`config.mk`:
```
export PLATFORM = sky130hd
export DESIGN_NAME = rs_issue_ctrl
export DESIGN_NICKNAME = d
export VERILOG_FILES = /design/src/rtl/rs_issue_ctrl_pkg.sv /design/src/rtl/rs_age_select.sv /design/src/rtl/rs_issue_ctrl.sv
export SDC_FILE = /design/constraint.sdc
export NUM_CORES = 1
export LEC_CHECK = 0
export ABC_AREA = 1
export ABC_CLOCK_PERIOD_IN_PS = 21000
export CORE_MARGIN = 4
export CORE_UTILIZATION = 60
export DETAILED_ROUTE_END_ITERATION = 16
export PLACE_DENSITY = 0.89
export SLEW_MARGIN = 20
export SYNTH_ARGS = -nofsm -noshare
export SYNTH_HDL_FRONTEND = slang
export SYNTH_HIERARCHICAL = 1
export SYNTH_SLANG_ARGS = --single-unit
```
`constraint.sdc`:
```
create_clock -name clk_in -period 21 [get_ports clk_in]
set_input_delay 3.15 -clock clk_in [delete_from_list [all_inputs] [get_ports clk_in]]
set_output_delay 3.15 -clock clk_in [all_outputs]
set_load 0.1 [all_outputs]
```
`src/rtl/rs_issue_ctrl_pkg.sv`:
```
// Shared definitions for the reservation-station issue controller.
//   ROB_W       ROB tag width
//   RS_ENTRIES  number of reservation-station slots
//   SLOT_W      slot index width
//   TAG_NONE    tag value meaning "no dependency" / idle CDB
//   slot_state_e  per-slot lifecycle encoding
package rs_issue_ctrl_pkg;

   localparam int ROB_W      = 4;
   localparam int RS_ENTRIES = 16;
   localparam int SLOT_W     = 4;
   localparam int TAG_NONE   = 0;

   typedef enum logic [1:0] {
      SLOT_FREE    = 2'd0,
      SLOT_WAIT    = 2'd1,
      SLOT_READY   = 2'd2,
      SLOT_OFFERED = 2'd3
   } slot_state_e;

endpackage

```
`src/rtl/rs_age_select.sv`:
```
// Age matrix plus oldest-ready picker for the reservation station.
// Ports:
//   clk, rst_n    clock, async active-low reset
//   clr           wipe all age relations (flush)
//   alloc_valid   a slot is being allocated this edge
//   alloc_slot    index of the slot being allocated
//   busy          registered occupancy mask
//   ready         mask of slots eligible for selection
//   sel_valid     at least one ready slot exists
//   sel_slot      oldest ready slot (0 when none)
module rs_age_select #(
   parameter int ENTRIES = 16,
   parameter int SLOT_W  = 4
) (
   input  logic              clk,
   input  logic              rst_n,
   input  logic              clr,
   input  logic              alloc_valid,
   input  logic [SLOT_W-1:0] alloc_slot,
   input  logic [ENTRIES-1:0] busy,
   input  logic [ENTRIES-1:0] ready,
   output logic              sel_valid,
   output logic [SLOT_W-1:0] sel_slot
);

   // older_q[j][i] set means slot j was allocated before slot i.
   // Stale bits left behind by a freed slot are harmless: its row and
   // column are rewritten when it is next allocated, and the picker only
   // looks at ready (hence busy) slots.
   logic [ENTRIES-1:0] older_q [ENTRIES];
   logic               blocked;

   always_ff @(posedge clk or negedge rst_n) begin
      if (!rst_n) begin
         for (int j = 0; j < ENTRIES; j++) older_q[j] <= '0;
      end else if (clr) begin
         for (int j = 0; j < ENTRIES; j++) older_q[j] <= '0;
      end else if (alloc_valid) begin
         for (int j = 0; j < ENTRIES; j++) begin
            if (SLOT_W'(j) == alloc_slot) older_q[j] <= '0;
            else                          older_q[j][alloc_slot] <= busy[j];
         end
      end
   end

   always_comb begin
      sel_valid = 1'b0;
      sel_slot  = '0;
      blocked   = 1'b0;
      for (int i = ENTRIES - 1; i >= 0; i--) begin
         blocked = 1'b0;
         for (int j = 0; j < ENTRIES; j++) begin
            if (ready[j] && older_q[j][i]) blocked = 1'b1;
         end
         if (ready[i] && !blocked) begin
            sel_valid = 1'b1;
            sel_slot  = SLOT_W'(i);
         end
      end
   end

endmodule

```
`src/rtl/rs_issue_ctrl.sv`:
```
// Control half of a reservation station: slot allocation, operand tag
// wakeup from the ALU and memory CDBs, oldest-ready selection and a
// valid/ready issue handshake toward the functional unit.
// Ports:
//   clk_in, rst_n_in        clock, async active-low reset
//   rdy_in                  global enable (low freezes state, blocks issue/dispatch)
//   flush_in                clear every slot at the next edge
//   disp_valid_in/ready_out dispatch handshake; disp_slot_out = slot to be written
//   disp_qj_in, disp_qk_in  source tags of the dispatched instruction
//   cdb_alu_rob_id_in,
//   cdb_mem_rob_id_in       broadcast tags, 0 = idle
//   issue_valid_out/ready_in issue handshake; issue_slot_out = slot offered
//   busy_out                per-slot occupancy
//   full_out, one_left_out  vacancy status from registered occupancy
//
// state   | meaning
// FREE    | slot empty, may be allocated
// WAIT    | occupied, at least one source tag outstanding
// READY   | occupied, operands available, eligible for selection
// OFFERED | presented to the FU without acceptance; locked until accepted
module rs_issue_ctrl #(
   parameter int ENTRIES = 16,
   parameter int ROB_W   = 4
) (
   input  logic                       clk_in,
   input  logic                       rst_n_in,
   input  logic                       rdy_in,
   input  logic                       flush_in,
   input  logic                       disp_valid_in,
   output logic                       disp_ready_out,
   input  logic [ROB_W-1:0]           disp_qj_in,
   input  logic [ROB_W-1:0]           disp_qk_in,
   output logic [$clog2(ENTRIES)-1:0] disp_slot_out,
   input  logic [ROB_W-1:0]           cdb_alu_rob_id_in,
   input  logic [ROB_W-1:0]           cdb_mem_rob_id_in,
   output logic                       issue_valid_out,
   input  logic                       issue_ready_in,
   output logic [$clog2(ENTRIES)-1:0] issue_slot_out,
   output logic [ENTRIES-1:0]         busy_out,
   output logic                       full_out,
   output logic                       one_left_out
);
   import rs_issue_ctrl_pkg::*;

   localparam int SW = $clog2(ENTRIES);
   localparam logic [ROB_W-1:0] TAG_IDLE = ROB_W'(TAG_NONE);

   slot_state_e      st_q   [ENTRIES];
   slot_state_e      st_nxt [ENTRIES];
   logic [ROB_W-1:0] qj_q   [ENTRIES];
   logic [ROB_W-1:0] qk_q   [ENTRIES];
   logic [ROB_W-1:0] qj_nxt [ENTRIES];
   logic [ROB_W-1:0] qk_nxt [ENTRIES];

   logic [ENTRIES-1:0] busy;
   logic [ENTRIES-1:0] ready_mask;
   logic               locked;
   logic [SW-1:0]      off_slot;
   logic [SW-1:0]      free_slot;
   logic               any_free;
   logic [SW:0]        vacant;
   logic               sel_valid;
   logic [SW-1:0]      sel_slot;
   logic               disp_fire;
   logic               handshake;
   logic [ROB_W-1:0]   disp_qj_byp;
   logic [ROB_W-1:0]   disp_qk_byp;

   // A pending tag that matches a live CDB is treated as already produced.
   function automatic logic [ROB_W-1:0] wake(input logic [ROB_W-1:0] tag,
                                             input logic [ROB_W-1:0] cdb_a,
                                             input logic [ROB_W-1:0] cdb_b);
      if (tag != TAG_IDLE && (tag == cdb_a || tag == cdb_b)) return TAG_IDLE;
      return tag;
   endfunction

   // Descending scan so the lowest-index free slot wins.
   always_comb begin
      busy       = '0;
      ready_mask = '0;
      locked     = 1'b0;
      off_slot   = '0;
      free_slot  = '0;
      any_free   = 1'b0;
      vacant     = '0;
      for (int i = ENTRIES - 1; i >= 0; i--) begin
         busy[i]       = (st_q[i] != SLOT_FREE);
         ready_mask[i] = (st_q[i] == SLOT_READY);
         if (st_q[i] == SLOT_OFFERED) begin
            locked   = 1'b1;
            off_slot = SW'(i);
         end
         if (st_q[i] == SLOT_FREE) begin
            any_free  = 1'b1;
            free_slot = SW'(i);
            vacant    = vacant + (SW+1)'(1);
         end
      end
   end

   rs_age_select #(.ENTRIES(ENTRIES), .SLOT_W(SW)) u_age (
      .clk         (clk_in),
      .rst_n       (rst_n_in),
      .clr         (rdy_in & flush_in),
      .alloc_valid (disp_fire),
      .alloc_slot  (free_slot),
      .busy        (busy),
      .ready       (ready_mask),
      .sel_valid   (sel_valid),
      .sel_slot    (sel_slot)
   );

   assign busy_out        = busy;
   assign full_out        = ~any_free;
   assign one_left_out    = (vacant == (SW+1)'(1));
   assign disp_ready_out  = rdy_in & any_free;
   assign disp_slot_out   = free_slot;
   assign issue_valid_out = rdy_in & ~flush_in & (locked | sel_valid);
   assign issue_slot_out  = locked ? off_slot : sel_slot;
   assign disp_fire       = rdy_in & ~flush_in & disp_valid_in & any_free;
   assign handshake       = issue_valid_out & issue_ready_in;
   assign disp_qj_byp     = wake(disp_qj_in, cdb_alu_rob_id_in, cdb_mem_rob_id_in);
   assign disp_qk_byp     = wake(disp_qk_in, cdb_alu_rob_id_in, cdb_mem_rob_id_in);

   always_comb begin
      for (int i = 0; i < ENTRIES; i++) begin
         st_nxt[i] = st_q[i];
         qj_nxt[i] = qj_q[i];
         qk_nxt[i] = qk_q[i];
      end
      if (rdy_in && flush_in) begin
         for (int i = 0; i < ENTRIES; i++) begin
            st_nxt[i] = SLOT_FREE;
            qj_nxt[i] = TAG_IDLE;
            qk_nxt[i] = TAG_IDLE;
         end
      end else if (rdy_in) begin
         for (int i = 0; i < ENTRIES; i++) begin
            if (st_q[i] != SLOT_FREE) begin
               qj_nxt[i] = wake(qj_q[i], cdb_alu_rob_id_in, cdb_mem_rob_id_in);
               qk_nxt[i] = wake(qk_q[i], cdb_alu_rob_id_in, cdb_mem_rob_id_in);
               if (st_q[i] == SLOT_WAIT && qj_nxt[i] == TAG_IDLE && qk_nxt[i] == TAG_IDLE)
                  st_nxt[i] = SLOT_READY;
            end
         end
         if (handshake)
            st_nxt[issue_slot_out] = SLOT_FREE;
         else if (issue_valid_out && !locked)
            st_nxt[issue_slot_out] = SLOT_OFFERED;
         // The dispatch target is free, so it never collides with the issued slot.
         if (disp_fire) begin
            qj_nxt[free_slot] = disp_qj_byp;
            qk_nxt[free_slot] = disp_qk_byp;
            st_nxt[free_slot] = (disp_qj_byp == TAG_IDLE && disp_qk_byp == TAG_IDLE)
                                ? SLOT_READY : SLOT_WAIT;
         end
      end
   end

   always_ff @(posedge clk_in or negedge rst_n_in) begin
      if (!rst_n_in) begin
         for (int i = 0; i < ENTRIES; i++) begin
            st_q[i] <= SLOT_FREE;
            qj_q[i] <= TAG_IDLE;
            qk_q[i] <= TAG_IDLE;
         end
      end else begin
         for (int i = 0; i < ENTRIES; i++) begin
            st_q[i] <= st_nxt[i];
            qj_q[i] <= qj_nxt[i];
            qk_q[i] <= qk_nxt[i];
         end
      end
   end

endmodule

```
==> flow_metrics.tcl <==
set metrics [dict create \
    status "finished clean" \
    yosys_register_bits 416 \
    drt_wl_total_mm 91.2 \
    cts_max_path_buffers 3 \
    met3_wirelength_mm 13.3 \
    syn-cell-area_mm2 0.0261 \
    synth_edf_count 0 \
    vdd_drop_max_mv 0.0560 \
    worstPathArrival_ps 11540 \
    min_from "u_age/older_q[135]" \
    timing.hold.ws_ps 461 \
    synth_commonest_cells "nand2_1, dfrtp_1, nand3_1, nor2_1, inv_1" \
    preCtsSetupSlack_ps 7000 \
    dieArea_mm2 0.0469 \
    post_cts_buffers 0 \
    grt_pass1_vias 25433 \
    finalPower_mw 2.06 \
    intPower_mw 1.42 \
    fin_setup_tns_ps 0 \
    end_kind "output pin" \
    drtIter0Drc 4365 \
    comb_power_share_pct 17.1 \
    slew_headroom_pct 18.5 \
    p_per_area_mw_per_mm2 72.5 \
    num_rows 76 \
    cts_made_buffers 45 \
    setup_viol 0 \
    synthCells 3412 \
    cts-hold-fix-buffers 0 \
    drive_gt1_share_pct 8.03 \
    fp.dieH_um 217 \
    fmax_ghz 0.0681 \
    worstPathMaxFanout 6 \
    netSwitchingPower_uw 640 \
    cp_slowest_cell "clkdlybuf4s50_1" \
    cts_sinks 416 \
    reg2reg_from "st_q[27]" \
    power_frac_seq_pct 40.6 \
    startpoint_type "flop" \
    power_leakage_nw 13.1 \
    avgSynthCellArea_um2 7.65 \
    wl_met2_mm 39.1 \
    synth_area_leaders "dfrtp_1, nand2_1, nand3_1" \
    htreeDepth 2 \
    ys_warn_count 6 \
    period_needed_ps 14690 \
    top_layer "met5" \
    ant_nets 0 \
    post-place-cells 3928 \
    yosys.cell_types.count 50 \
    io_buffers 49 \
    initial_core_util_pct 60.7 \
    clkPwrFrac_pct 42.3 \
    synth_top_cell_by_area "dfrtp_1" \
    route.detailed.drc 0 \
    clk_latency_ps 620 \
    utilization_pct 66.3 \
    clk_pin_slew_ps 60 \
    fp.coreArea_mm2 0.0430 \
    grt_pass1_wl_mm 141 \
    yosysMostFrequentCell "nand2_1" \
    grt_max_degree 156 \
    routabilityCongestion 1.01 \
    fin_ws_ps 6310 \
    dpl_cell_area_mm2 0.0269 \
    wl_per_cell_um 22.7 \
    cap_violations 0 \
    final_nets 3426 \
    cp.required_ps 17850 \
    synth.top_cell.area_share_pct 39.9 \
    netSwitchingFraction_pct 31.0 \
    grt_usage_pct 38.1 \
    min_path_type "reg -> reg" \
    ys_async_sr_fraction_pct 100 \
    ys.flop_type "dfrtp_1" \
    seq_area_frac_synth_pct 39.9 \
    dr.pass1.iters 10 \
    stdcell_area_mm2 0.0285 \
    die_x_um 217 \
    drv_slew 0 \
    startpoint "st_q[0]" \
    tritoncts "yes" \
    cts_root_buf "clkbuf_16" \
    skew_ps 45.0 \
    grt_overflow 0 \
    hold_viol 0 \
    tightest_slew_ps 1220 \
    syn_to_final_growth_pct 9.17 \
    vias_per_cell 6.56 \
    critPathKind "reg -> out" \
    rsz0062_at_grt "no" \
    finalCritPeriodShare_pct 70.0 \
    synth_nets 3448 \
    wl_met1_mm 31.7 \
    dp_hpwl_mm 58.5 \
    cp_slowest_stage_delay_ps 1140 \
    ctsResizeCount 0 \
    io_pins 50 \
    antenna_found_initial 3 \
    via_count 26295 \
    stdcell_count 4011 \
]
## metal layers
| metal | track usage (%) | vias up |
|---|---|---|
| li1 | - | 11503 |
| met1 | 48.0 | 12157 |
| met2 | 57.6 | 2097 |
| met3 | 10.9 | 534 |
| met4 | 24.7 | 4 |
| met5 | 0 | - |
## state kept, by name, indices dropped and copies added, names as in the netlist
register / cells
u_age/older_q: 256
st_q: 32
qj_q: 64
qk_q: 64
## critical path: cells and delay by family (launching register included)
family | cells | cell delay, ps
AO/OA/AOI/OAI | 3 | 600
flip-flops | 1 | 450
buffers and inverters | 11 | 1920
adder cells (fa/ha/maj) | 14 | 4080
AND/OR/NAND/NOR | 28 | 3880
## area by class of cell
class,count,area (um^2)
Multi-Input combinational cell,2562,13900
Clock inverter,20,347
Clock buffer,61,1270
Inverter,271,1020
Fill cell,3524,14500
Antenna cell,2,5.00
Sequential cell,416,10400
Tap cell,585,732
Timing Repair Buffer,94,806
## cells in the final DEF (no fill, tap or decap), drive strengths merged, types with 21 or more instances in the layout
cell type and count:
o21ai 246, clkdlybuf4s50 40, xor2 128, a21oi 85, nand3 280, nor2 282
clkbuf 61, dfrtp 416, nand4 64, inv 263, a32o 112, nor3 21
nor4 37, o41ai 34, o22ai 36, xnor2 144, nand2 965, buf 54
## final timing paths
kind | slack [ps] | depth (start not counted) | to
max | 6310 | 56 | one_left_out
max reg2reg | 15960 | 18 | st_q[0]
max in group asynchronous | 16840 | 2 | qj_q[2]
min reg2reg | 460 | 2 | u_age/older_q[135]
min in group asynchronous | 2610 | 1 | u_age/older_q[162]
min | 460 | 2 | u_age/older_q[135]
## power by group through the flow
stage,clock (mW),sequential (mW),combinational (mW)
global placement,0,0.850,0.332
finish,0.874,0.837,0.353
detailed placement,0,0.851,0.336
global route,0.908,0.839,0.370
CTS,0.875,0.836,0.339
floorplan,0,0.846,0.220
## cell families after synthesis
family / share of synthesized area, %
adders and majority gates: 0.672
DFF: 39.9
AOI/OAI and AO/OA: 15.6
buffers and inverters: 6.93
xor gates and xnor gates: 9.13
and+or+nand+nor: 27.8
(Power assumes the default switching activity.)
